<file path="src/rtl/panel_layout_pkg.sv">
// Shared widths, default panel geometry, config FSM states and a split helper
// used to compute reset-time split columns.
package panel_layout_pkg;

    localparam int unsigned X_W   = 11;
    localparam int unsigned Y_W   = 10;
    localparam int unsigned ACC_W = 18;

    localparam int unsigned DEF_OUTER_L = 220;
    localparam int unsigned DEF_OUTER_R = 1060;
    localparam int unsigned DEF_OUTER_T = 210;
    localparam int unsigned DEF_OUTER_B = 510;
    localparam int unsigned DEF_W_A     = 19;
    localparam int unsigned DEF_W_B     = 45;

    typedef enum logic [1:0] {
        ST_IDLE  = 2'd0,
        ST_CALC1 = 2'd1,
        ST_CALC2 = 2'd2,
        ST_PEND  = 2'd3
    } cfg_state_e;

    // Weighted split (a*wa + b*wb) >> 6 in ACC_W bits, truncated to a column.
    function automatic logic [X_W-1:0] split_fn(input int unsigned a, input int unsigned b,
                                                input int unsigned wa, input int unsigned wb);
        logic [ACC_W-1:0] acc;
        acc = ACC_W'(a * wa + b * wb);
        return X_W'(acc >> 6);
    endfunction

endpackage

</file>
<file path="src/rtl/panel_region_scheduler_split_calc.sv">
// Combinational weighted split column; shared by both calc states via operand swap.
module split_calc
    import panel_layout_pkg::*;
#(
    parameter int unsigned WA = DEF_W_A,
    parameter int unsigned WB = DEF_W_B
) (
    input  logic [X_W-1:0] a,
    input  logic [X_W-1:0] b,
    output logic [X_W-1:0] sum_c
);

    logic [ACC_W-1:0] acc;

    always_comb begin
        acc   = ACC_W'(a) * ACC_W'(WA) + ACC_W'(b) * ACC_W'(WB);
        sum_c = X_W'(acc >> 6);
    end

endmodule

</file>
<file path="src/rtl/panel_region_scheduler.sv">
// Three-column panel scheduler: validated config, multi-cycle split calculation,
// frame-boundary commit and a 2-stage pixel region decode producing renderer enables.
module panel_region_scheduler
    import panel_layout_pkg::*;
#(
    parameter int unsigned OUTER_L = DEF_OUTER_L,
    parameter int unsigned OUTER_R = DEF_OUTER_R,
    parameter int unsigned OUTER_T = DEF_OUTER_T,
    parameter int unsigned OUTER_B = DEF_OUTER_B,
    parameter int unsigned W_A     = DEF_W_A,
    parameter int unsigned W_B     = DEF_W_B
) (
    input  logic           clk,
    input  logic           rst,
    input  logic [X_W-1:0] x,
    input  logic [Y_W-1:0] y,
    input  logic           frame_start,
    input  logic           cfg_valid,
    output logic           cfg_ready,
    input  logic [X_W-1:0] cfg_left,
    input  logic [X_W-1:0] cfg_right,
    input  logic [Y_W-1:0] cfg_top,
    input  logic [Y_W-1:0] cfg_bottom,
    output logic           cfg_err,
    output logic           cfg_pending,
    output logic [2:0]     en,
    output logic [X_W-1:0] x_d,
    output logic [Y_W-1:0] y_d,
    output logic [X_W-1:0] split1,
    output logic [X_W-1:0] split2
);

    localparam logic [X_W-1:0] OL  = X_W'(OUTER_L);
    localparam logic [X_W-1:0] OR  = X_W'(OUTER_R);
    localparam logic [Y_W-1:0] OT  = Y_W'(OUTER_T);
    localparam logic [Y_W-1:0] OB  = Y_W'(OUTER_B);
    localparam logic [X_W-1:0] RS1 = split_fn(OUTER_R, OUTER_L, W_A, W_B);
    localparam logic [X_W-1:0] RS2 = split_fn(OUTER_R, OUTER_L, W_B, W_A);

    cfg_state_e state_q, state_d;

    logic [X_W-1:0] left_q, left_d, right_q, right_d, split1_q, split1_d, split2_q, split2_d;
    logic [Y_W-1:0] top_q, top_d, bottom_q, bottom_d;
    logic [X_W-1:0] sh_left_q, sh_left_d, sh_right_q, sh_right_d;
    logic [X_W-1:0] sh_split1_q, sh_split1_d, sh_split2_q, sh_split2_d;
    logic [Y_W-1:0] sh_top_q, sh_top_d, sh_bottom_q, sh_bottom_d;
    logic           cfg_ready_q, cfg_ready_d, cfg_err_q, cfg_err_d, cfg_pending_q, cfg_pending_d;

    logic [X_W-1:0] x1_q, x1_d, xd_q, xd_d;
    logic [Y_W-1:0] y1_q, y1_d, yd_q, yd_d;
    logic           out1_q, out1_d, rows1_q, rows1_d;
    logic           c1_q, c1_d, c2_q, c2_d, c3_q, c3_d;
    logic [2:0]     en_q, en_d;

    logic           hs, bad;
    logic [X_W-1:0] calc_a, calc_b, calc_sum;

    assign hs  = cfg_valid & cfg_ready_q;
    assign bad = (cfg_left >= cfg_right) || (cfg_top >= cfg_bottom);

    // One shared multiplier path; CALC2 swaps operands to get the mirrored weight.
    split_calc #(.WA(W_A), .WB(W_B)) u_split_calc (
        .a     (calc_a),
        .b     (calc_b),
        .sum_c (calc_sum)
    );

    always_ff @(posedge clk or posedge rst) begin
        if (rst) begin
            state_q       <= ST_IDLE;
            left_q        <= OL;
            right_q       <= OR;
            top_q         <= OT;
            bottom_q      <= OB;
            split1_q      <= RS1;
            split2_q      <= RS2;
            sh_left_q     <= OL;
            sh_right_q    <= OR;
            sh_top_q      <= OT;
            sh_bottom_q   <= OB;
            sh_split1_q   <= RS1;
            sh_split2_q   <= RS2;
            cfg_ready_q   <= 1'b1;
            cfg_err_q     <= 1'b0;
            cfg_pending_q <= 1'b0;
            x1_q          <= '0;
            y1_q          <= '0;
            out1_q        <= 1'b0;
            rows1_q       <= 1'b0;
            c1_q          <= 1'b0;
            c2_q          <= 1'b0;
            c3_q          <= 1'b0;
            en_q          <= 3'b000;
            xd_q          <= '0;
            yd_q          <= '0;
        end else begin
            state_q       <= state_d;
            left_q        <= left_d;
            right_q       <= right_d;
            top_q         <= top_d;
            bottom_q      <= bottom_d;
            split1_q      <= split1_d;
            split2_q      <= split2_d;
            sh_left_q     <= sh_left_d;
            sh_right_q    <= sh_right_d;
            sh_top_q      <= sh_top_d;
            sh_bottom_q   <= sh_bottom_d;
            sh_split1_q   <= sh_split1_d;
            sh_split2_q   <= sh_split2_d;
            cfg_ready_q   <= cfg_ready_d;
            cfg_err_q     <= cfg_err_d;
            cfg_pending_q <= cfg_pending_d;
            x1_q          <= x1_d;
            y1_q          <= y1_d;
            out1_q        <= out1_d;
            rows1_q       <= rows1_d;
            c1_q          <= c1_d;
            c2_q          <= c2_d;
            c3_q          <= c3_d;
            en_q          <= en_d;
            xd_q          <= xd_d;
            yd_q          <= yd_d;
        end
    end

    always_comb begin
        state_d = state_q;
        case (state_q)
            ST_IDLE:  if (hs && !bad) state_d = ST_CALC1;
            ST_CALC1: state_d = ST_CALC2;
            ST_CALC2: state_d = ST_PEND;
            ST_PEND:  if (frame_start) state_d = ST_IDLE;
            default:  state_d = ST_IDLE;
        endcase
    end

    always_comb begin
        left_d        = left_q;
        right_d       = right_q;
        top_d         = top_q;
        bottom_d      = bottom_q;
        split1_d      = split1_q;
        split2_d      = split2_q;
        sh_left_d     = sh_left_q;
        sh_right_d    = sh_right_q;
        sh_top_d      = sh_top_q;
        sh_bottom_d   = sh_bottom_q;
        sh_split1_d   = sh_split1_q;
        sh_split2_d   = sh_split2_q;
        cfg_err_d     = 1'b0;
        cfg_ready_d   = (state_d == ST_IDLE);
        cfg_pending_d = (state_d == ST_PEND);
        calc_a        = (state_q == ST_CALC2) ? sh_left_q  : sh_right_q;
        calc_b        = (state_q == ST_CALC2) ? sh_right_q : sh_left_q;
        case (state_q)
            ST_IDLE: begin
                if (hs && bad) begin
                    cfg_err_d = 1'b1;
                end else if (hs) begin
                    sh_left_d   = cfg_left;
                    sh_right_d  = cfg_right;
                    sh_top_d    = cfg_top;
                    sh_bottom_d = cfg_bottom;
                end
            end
            ST_CALC1: sh_split1_d = calc_sum;
            ST_CALC2: sh_split2_d = calc_sum;
            ST_PEND: begin
                if (frame_start) begin
                    left_d   = sh_left_q;
                    right_d  = sh_right_q;
                    top_d    = sh_top_q;
                    bottom_d = sh_bottom_q;
                    split1_d = sh_split1_q;
                    split2_d = sh_split2_q;
                end
            end
            default: ;
        endcase
    end

    // Stage 1 compares against the active layout; stage 2 resolves priority into en.
    always_comb begin
        x1_d    = x;
        y1_d    = y;
        out1_d  = (x < OL) || (x > OR) || (y < OT) || (y > OB);
        rows1_d = (y > top_q) && (y < bottom_q);
        c1_d    = (x > left_q) && (x < split1_q);
        c2_d    = (x > split1_q) && (x < split2_q);
        c3_d    = (x >= split2_q) && (x < right_q);
        xd_d    = x1_q;
        yd_d    = y1_q;
        en_d    = 3'b000;
        if (out1_q)               en_d = 3'b111;
        else if (rows1_q && c1_q) en_d = 3'b001;
        else if (rows1_q && c2_q) en_d = 3'b010;
        else if (rows1_q && c3_q) en_d = 3'b100;
    end

    assign cfg_ready   = cfg_ready_q;
    assign cfg_err     = cfg_err_q;
    assign cfg_pending = cfg_pending_q;
    assign en          = en_q;
    assign x_d         = xd_q;
    assign y_d         = yd_q;
    assign split1      = split1_q;
    assign split2      = split2_q;

endmodule

</file>
<file path="config.mk">
export PLATFORM = sky130hd
export DESIGN_NAME = panel_region_scheduler
export DESIGN_NICKNAME = d
export VERILOG_FILES = /design/src/rtl/panel_layout_pkg.sv /design/src/rtl/panel_region_scheduler_split_calc.sv /design/src/rtl/panel_region_scheduler.sv
export SDC_FILE = /design/constraint.sdc
export NUM_CORES = 1
export LEC_CHECK = 0
export CAP_MARGIN = 20
export CORE_MARGIN = 2
export CORE_UTILIZATION = 35
export CTS_BUF_LIST = sky130_fd_sc_hd__clkbuf_8 sky130_fd_sc_hd__clkbuf_16
export DETAILED_ROUTE_END_ITERATION = 8
export GPL_ROUTABILITY_DRIVEN = 0
export PLACE_DENSITY = 0.54
export SKIP_CTS_REPAIR_TIMING = 1
export SLEW_MARGIN = 15
export SYNTH_ARGS = -nofsm -noshare
export SYNTH_HDL_FRONTEND = slang
export SYNTH_HIERARCHICAL = 1
export SYNTH_SLANG_ARGS = --single-unit
</file>
<file path="constraint.sdc">
create_clock -name clk -period 8.2 [get_ports clk]
set_input_delay 1.64 -clock clk [delete_from_list [all_inputs] [get_ports clk]]
set_output_delay 1.64 -clock clk [all_outputs]
set_load 0.01 [all_outputs]
</file>
==> metrics.txt, run 1 <==
outcome completed; Slew Viols, Final 0; die area 33270 um2; Yosys warnings 6; CTS tree built; Top Ports 116; drt pass-1 iters 4; Die Wd ~180 um; number of distinct library cells after synthesis 55; DR iter-0 viols 288; GR Util All Layers 0.1575; fmax 158.9 MHz; Max Root-Sink Buffers 2; htree depth 4; final instance area 13300 um2; vias 6717; clk_lat worst skew between 400 and 500 ps; worst slew pin tran 987.6 ps; CP Capture Point sh_split1_q[10]; fin nets between 1000 and 1500; worst slack, placed 1934 ps; commonest non-fill, non-tap cells in the layout inv_1, ha_1, dfrtp_1; total CTS buffers 17; Tmin final 6294 ps; commonest non-fill, non-tap cell in the layout inv_1; setup TNS 0 ps; Antenna Cells 0; Die H 182.4 um; layout cells sized above 1 0.2510; Max-slew headroom 0.3416; critical path class reg2reg; DR WL/cell 17.04 um; reg2reg path depth 19; initial antenna violation count 0; Top FF cell, synth dfrtp_1; post-detail-place hpwl approximately 19000 um; row cnt 65; Worst Path Required 8510 ps; Clock transition at path regs 90 ps; aggregate global routing overflow 0; element type at the critical path start flip-flop; number of max-cap violations 0; arrival time worst endpoint 6610 ps; r2r startpoint state_q[0]; Starting Density 0.3539; clk sink count 183; vias in the first global route about 7000; largest net degree at the start of global routing 107; Yosys reg bits 183; drt via density 4.645; slack of the critical path between 1500 and 2000 ps; final antenna-violating net count 0; Mapped Nets around 1200; first-pass GRT wire length 40050 um; placed insts about 1400; sequential share of the synthesized area 0.4182; Synth Cell Area 11140 um2; WL final 24640 um; fin crit share 0.7676; Layout Area Growth over Synthesis 19.44%; Port Buf Inserts around 120; CTS root buf clkbuf_16; placed inst area 12700 um2; final hold violation count 0; Synth Instances 909; flop2flop setup slack 1910 ps; crit path launch state_q[0]; Post-Syn Area per Cell 12.25 um2; core area approximately 31000 um2; Final setup viols 0; Residual DRC 0; Worst R2R End sh_split1_q[10]; asr flop ratio synth 1.000; Worst Setup End Kind flip-flop; unrepaired setup endpoints after global routing false; worst-path fanout max 19; Setup Skew 21.05 ps; HP Class reg2reg; fin cells 1446; EDFF count, synth 0
[routing by layer]
layer / up-vias / share of wire / GRT usage
met2: 94 / 0.44 / 0.2420
li1: 3317 / - / -
met4: 0 / 0.012 / 0.04097
met1: 3286 / 0.52 / 0.2319
met3: 20 / 0.023 / 0.02435
met5: - / 0 / 0
[logic make-up after synthesis]
family / share of synthesized area
simple gates: 0.03977
xor+xnor: 0.01179
fa+ha+maj: 0.2278
buf+inv: 0.07223
compound gates: 0.06482
mux: 0.1654
flops: 0.4182
[metrics by stage]
stage	hold WS (ps)	util
final	349.4	0.4227
after global routing	357.9	0.4227
after CTS	351.6	0.4227
after detailed placement	334.7	0.4035
after global placement	331.5	0.4035
after floorplan	331.2	-
[sequential cells by signal (all words and copies together), names as in the netlist, 10 cells and up]
signal / count
bottom_q: 10
left_q: 11
right_q: 11
sh_bottom_q: 10
sh_left_q: 11
sh_right_q: 11
sh_split1_q: 11
sh_split2_q: 11
sh_top_q: 10
split1: 11
split2: 11
top_q: 10
x1_q: 11
x_d: 11
y1_q: 10
y_d: 10
[critical path: stages (launching register included)]
cell and delay [ps]:
dfrtp_1 450, nor2b_2 700, buf_4 380, mux2_2 420
ha_1 320, ha_1 210, a21o_1 170, fa_1 490
fa_1 550, inv_1 50, fa_1 520, inv_1 40
ha_1 360, and3_4 220, a221oi_2 320, nor2b_2 100
nor3_4 250, mux2i_1 250, xnor2_1 100, mux2_2 260
[cell type report]
cell class                 instances  area (um2)
clock buffer                      17       425.4
tap                              402       503.0
timing repair buffer             119        1181
inverter                         178       673.1
multi-input combinational        532        5684
clock inverter                    15       178.9
fill                            2979       18170
sequential                       183        4658
[how the worst min path moves through the flow]
stage	start	to	slack, ps	depth (start not counted)
floorplan	x1_q[0]	x_d[0]	330	0
global placement	x1_q[1]	x_d[1]	330	0
detailed placement	x1_q[1]	x_d[1]	330	0
CTS	x1_q[2]	x_d[2]	350	0
global route	y1_q[0]	y_d[0]	360	0
finish	y1_q[0]	y_d[0]	350	0
[cells in the mapped netlist (all sizes together), types with 9 or more instances]
| cell | number | area, um2 |
|---|---|---|
| nand4 | 13 | 81.33 |
| a21o | 23 | 175.2 |
| nand3 | 9 | 45.04 |
| mux2 | 150 | 1832 |
| nor2 | 15 | 56.30 |
| fa | 43 | 860.8 |
| inv | 178 | 668.1 |
| a21oi | 27 | 138.9 |
| dfstp | 63 | 1655 |
| nand2 | 17 | 63.81 |
| o21ai | 16 | 80.08 |
| buf | 9 | 110.1 |
| dfrtp | 120 | 3003 |
| ha | 134 | 1677 |
| xor2 | 10 | 87.58 |
Power of run 1 is left out: the tool's default activity adds up to more than one toggle a clock period on the data nets, which glitch-free logic cannot reach.
==> run 2: changes to the inputs <==
==> constraint.sdc (replaced) <==
create_clock -name clk -period 5.8 [get_ports clk]
set_input_delay 1.16 -clock clk [delete_from_list [all_inputs] [get_ports clk]]
set_output_delay 1.16 -clock clk [all_outputs]
set_load 0.01 [all_outputs]
==> run 2 against run 1 <==
  * Clock skew down 5.1 ps
  * Sequential share of layout area shrank 0.34 points
  * Global-route usage increased by 0.27 points
  * Via count rose by 0.55%
  * Critical path depth increased by 1
  * Non-clock buffer count grew 10
  * Register-to-register slack lost 1700 ps
  * Fmax increased by 13%
  * Utilization rose by 0.41 points
==> metrics.txt, run 2 (same netlist as run 1, synthesis figures left out) <==
outcome completed; Residual DRC 0 (unchanged); flop2flop setup slack 220 ps (-1680 ps); number of max-cap violations 0 (unchanged); worst-path fanout max 10 (-9); htree depth 4 (unchanged); first-pass GRT wire length 40850 um (+2.0%); Worst Path Required 6120 ps (-2390 ps); DR iter-0 viols 241 (-16%); DR WL/cell 17.21 um (+0.98%); Slew Viols, Final 0 (unchanged); fin crit share 0.9619 (+0.1943); CP cell instances nor2b_4, buf_6, mux2_2, ha_1, inv_1, fa_1, inv_1, fa_1, fa_1, inv_1, fa_1, inv_1, ha_2, and3_4, a221oi_4, nor2b_2, nor3_4, mux2i_1, xnor2_1, mux2_2; hold depth 0 (unchanged); largest net degree at the start of global routing 184 (+72%); Antenna Cells 0 (unchanged); worst slew pin tran 955.4 ps (-32.26 ps); row cnt 65 (unchanged); Starting Density 0.3539 (unchanged); drt pass-1 iters 4 (unchanged); final hold violation count 0 (unchanged); CTS root buf clkbuf_16; Fill cells 2940 (-1.3%); Die Wd 182.4 um (unchanged); core area 31470 um2 (unchanged); final instance area 13430 um2 (+0.98%); CP max stage cell fa_1; Tmin final 5579 ps (-715.1 ps); commonest non-fill, non-tap cell in the layout inv_1; vias 6754 (+0.55%); crit path buf inv count 5 (+2); vias in the first global route 7218 (+2.3%); Layout Area Growth over Synthesis 20.61%; HP Start y1_q[4]; Clock transition at path regs 80 ps (about the same); fin nets 1285 (+0.78%); die area 33270 um2 (unchanged); Port Buf Inserts 115 (unchanged); clk_lat worst skew 440 ps (about the same); HP Class reg2reg; final antenna-violating net count 0 (unchanged); post-detail-place hpwl 19440 um (+0.73%); critical path class reg2reg; clk sink count 183 (unchanged); Top Ports 116 (unchanged); total CTS buffers 17 (unchanged); CTS tree built; arrival time worst endpoint 5900 ps (-710 ps); r2r startpoint state_q[0]; placed inst area 12770 um2 (+0.54%); GR Util All Layers 0.1602 (+0.002661); initial antenna violation count 0 (unchanged); Die H 182.4 um (unchanged); fmax 179.2 MHz (+13%); Setup Skew 15.93 ps (-5.119 ps); Worst Setup End Kind flip-flop; Hold EP y_d[4]; drt via density 4.639 (-0.14%); setup TNS 0 ps (unchanged); crit-path max cell delay 540 ps (-160 ps); Final setup viols 0 (unchanged); WL final 25060 um (+1.7%); element type at the critical path start flip-flop; layout cells sized above 1 0.2590 (+0.008055); Max Root-Sink Buffers 2 (unchanged); Worst R2R End sh_split2_q[10]; commonest non-fill, non-tap cells in the layout inv_1, ha_1, dfrtp_1; Largest delay share family, worst path adder cells; Max-slew headroom 0.3631 (+0.02151); aggregate global routing overflow 0 (unchanged); reg2reg path depth 20 (+1)
run 2: cell count changes in the layout (fill, tap and decap cells not counted), sizes merged:
| cell | before | now |
|---|---|---|
| buf | 4 | 14 |
| clkinv | 8 | 5 |
| bufinv | 0 | 2 |
| clkinvlp | 0 | 1 |
run 2: worst reg2reg max path, delay by kind of cell, from the launching register on:
kind                     cells  cell delay (ps)
multiplexers                 3              880
buffers and inverters        5              390
XOR/XNOR                     1              100
flip-flops                   1              410
adder cells (fa/ha/maj)      6             2680
AND/OR/NAND/NOR              4              700
AO/OA/AOI/OAI                1              310
run 2: worst max path at each step:
stage,end,slack [ps],cells after the start,from
2_1_floorplan,sh_split2_q[10],100,21,state_q[0]
3_3_place_gp,sh_split2_q[10],140,20,state_q[0]
3_5_place_dp,sh_split1_q[10],60,20,state_q[0]
4_1_cts,sh_split2_q[10],50,20,state_q[0]
5_1_grt,sh_split2_q[10],-2,20,state_q[0]
6_report,sh_split2_q[10],220,20,state_q[0]
run 2: cell type report:
class | count | area, um2 | share of cell area
multi-input cells | 532 | 5703 | 0.4245
well taps | 402 | 503.0 | 0.03744
clock inverters | 15 | 183.9 | 0.01369
inverters | 178 | 671.9 | 0.05001
flip-flops and latches | 183 | 4658 | 0.3467
clock buffers | 17 | 425.4 | 0.03167
repair buffers | 129 | 1289 | 0.09593
run 2: per-stage QoR:
stage / std cells / util / hold slack (ps) / setup slack [ps]
finish: 1456 / 0.4268 / 349.0 / 221.0
CTS: 1452 / 0.4250 / 350.7 / 45.43
floorplan: 909 / - / 331.2 / 100.7
global placement: 1420 / 0.4057 / 331.1 / 145.0
detailed placement: 1420 / 0.4057 / 334.7 / 57.45
global route: 1456 / 0.4268 / 361.9 / -1.934
run 2: per-layer routing:
metal,GRT usage,part of all wire,vias up
met3,0.02774,0.032,17
li1,-,-,3332
met2,0.2496,0.44,106
met1,0.2319,0.51,3299
met5,0,0,-
met4,0.03903,0.0097,0
Power of run 2 is left out for the same reason.
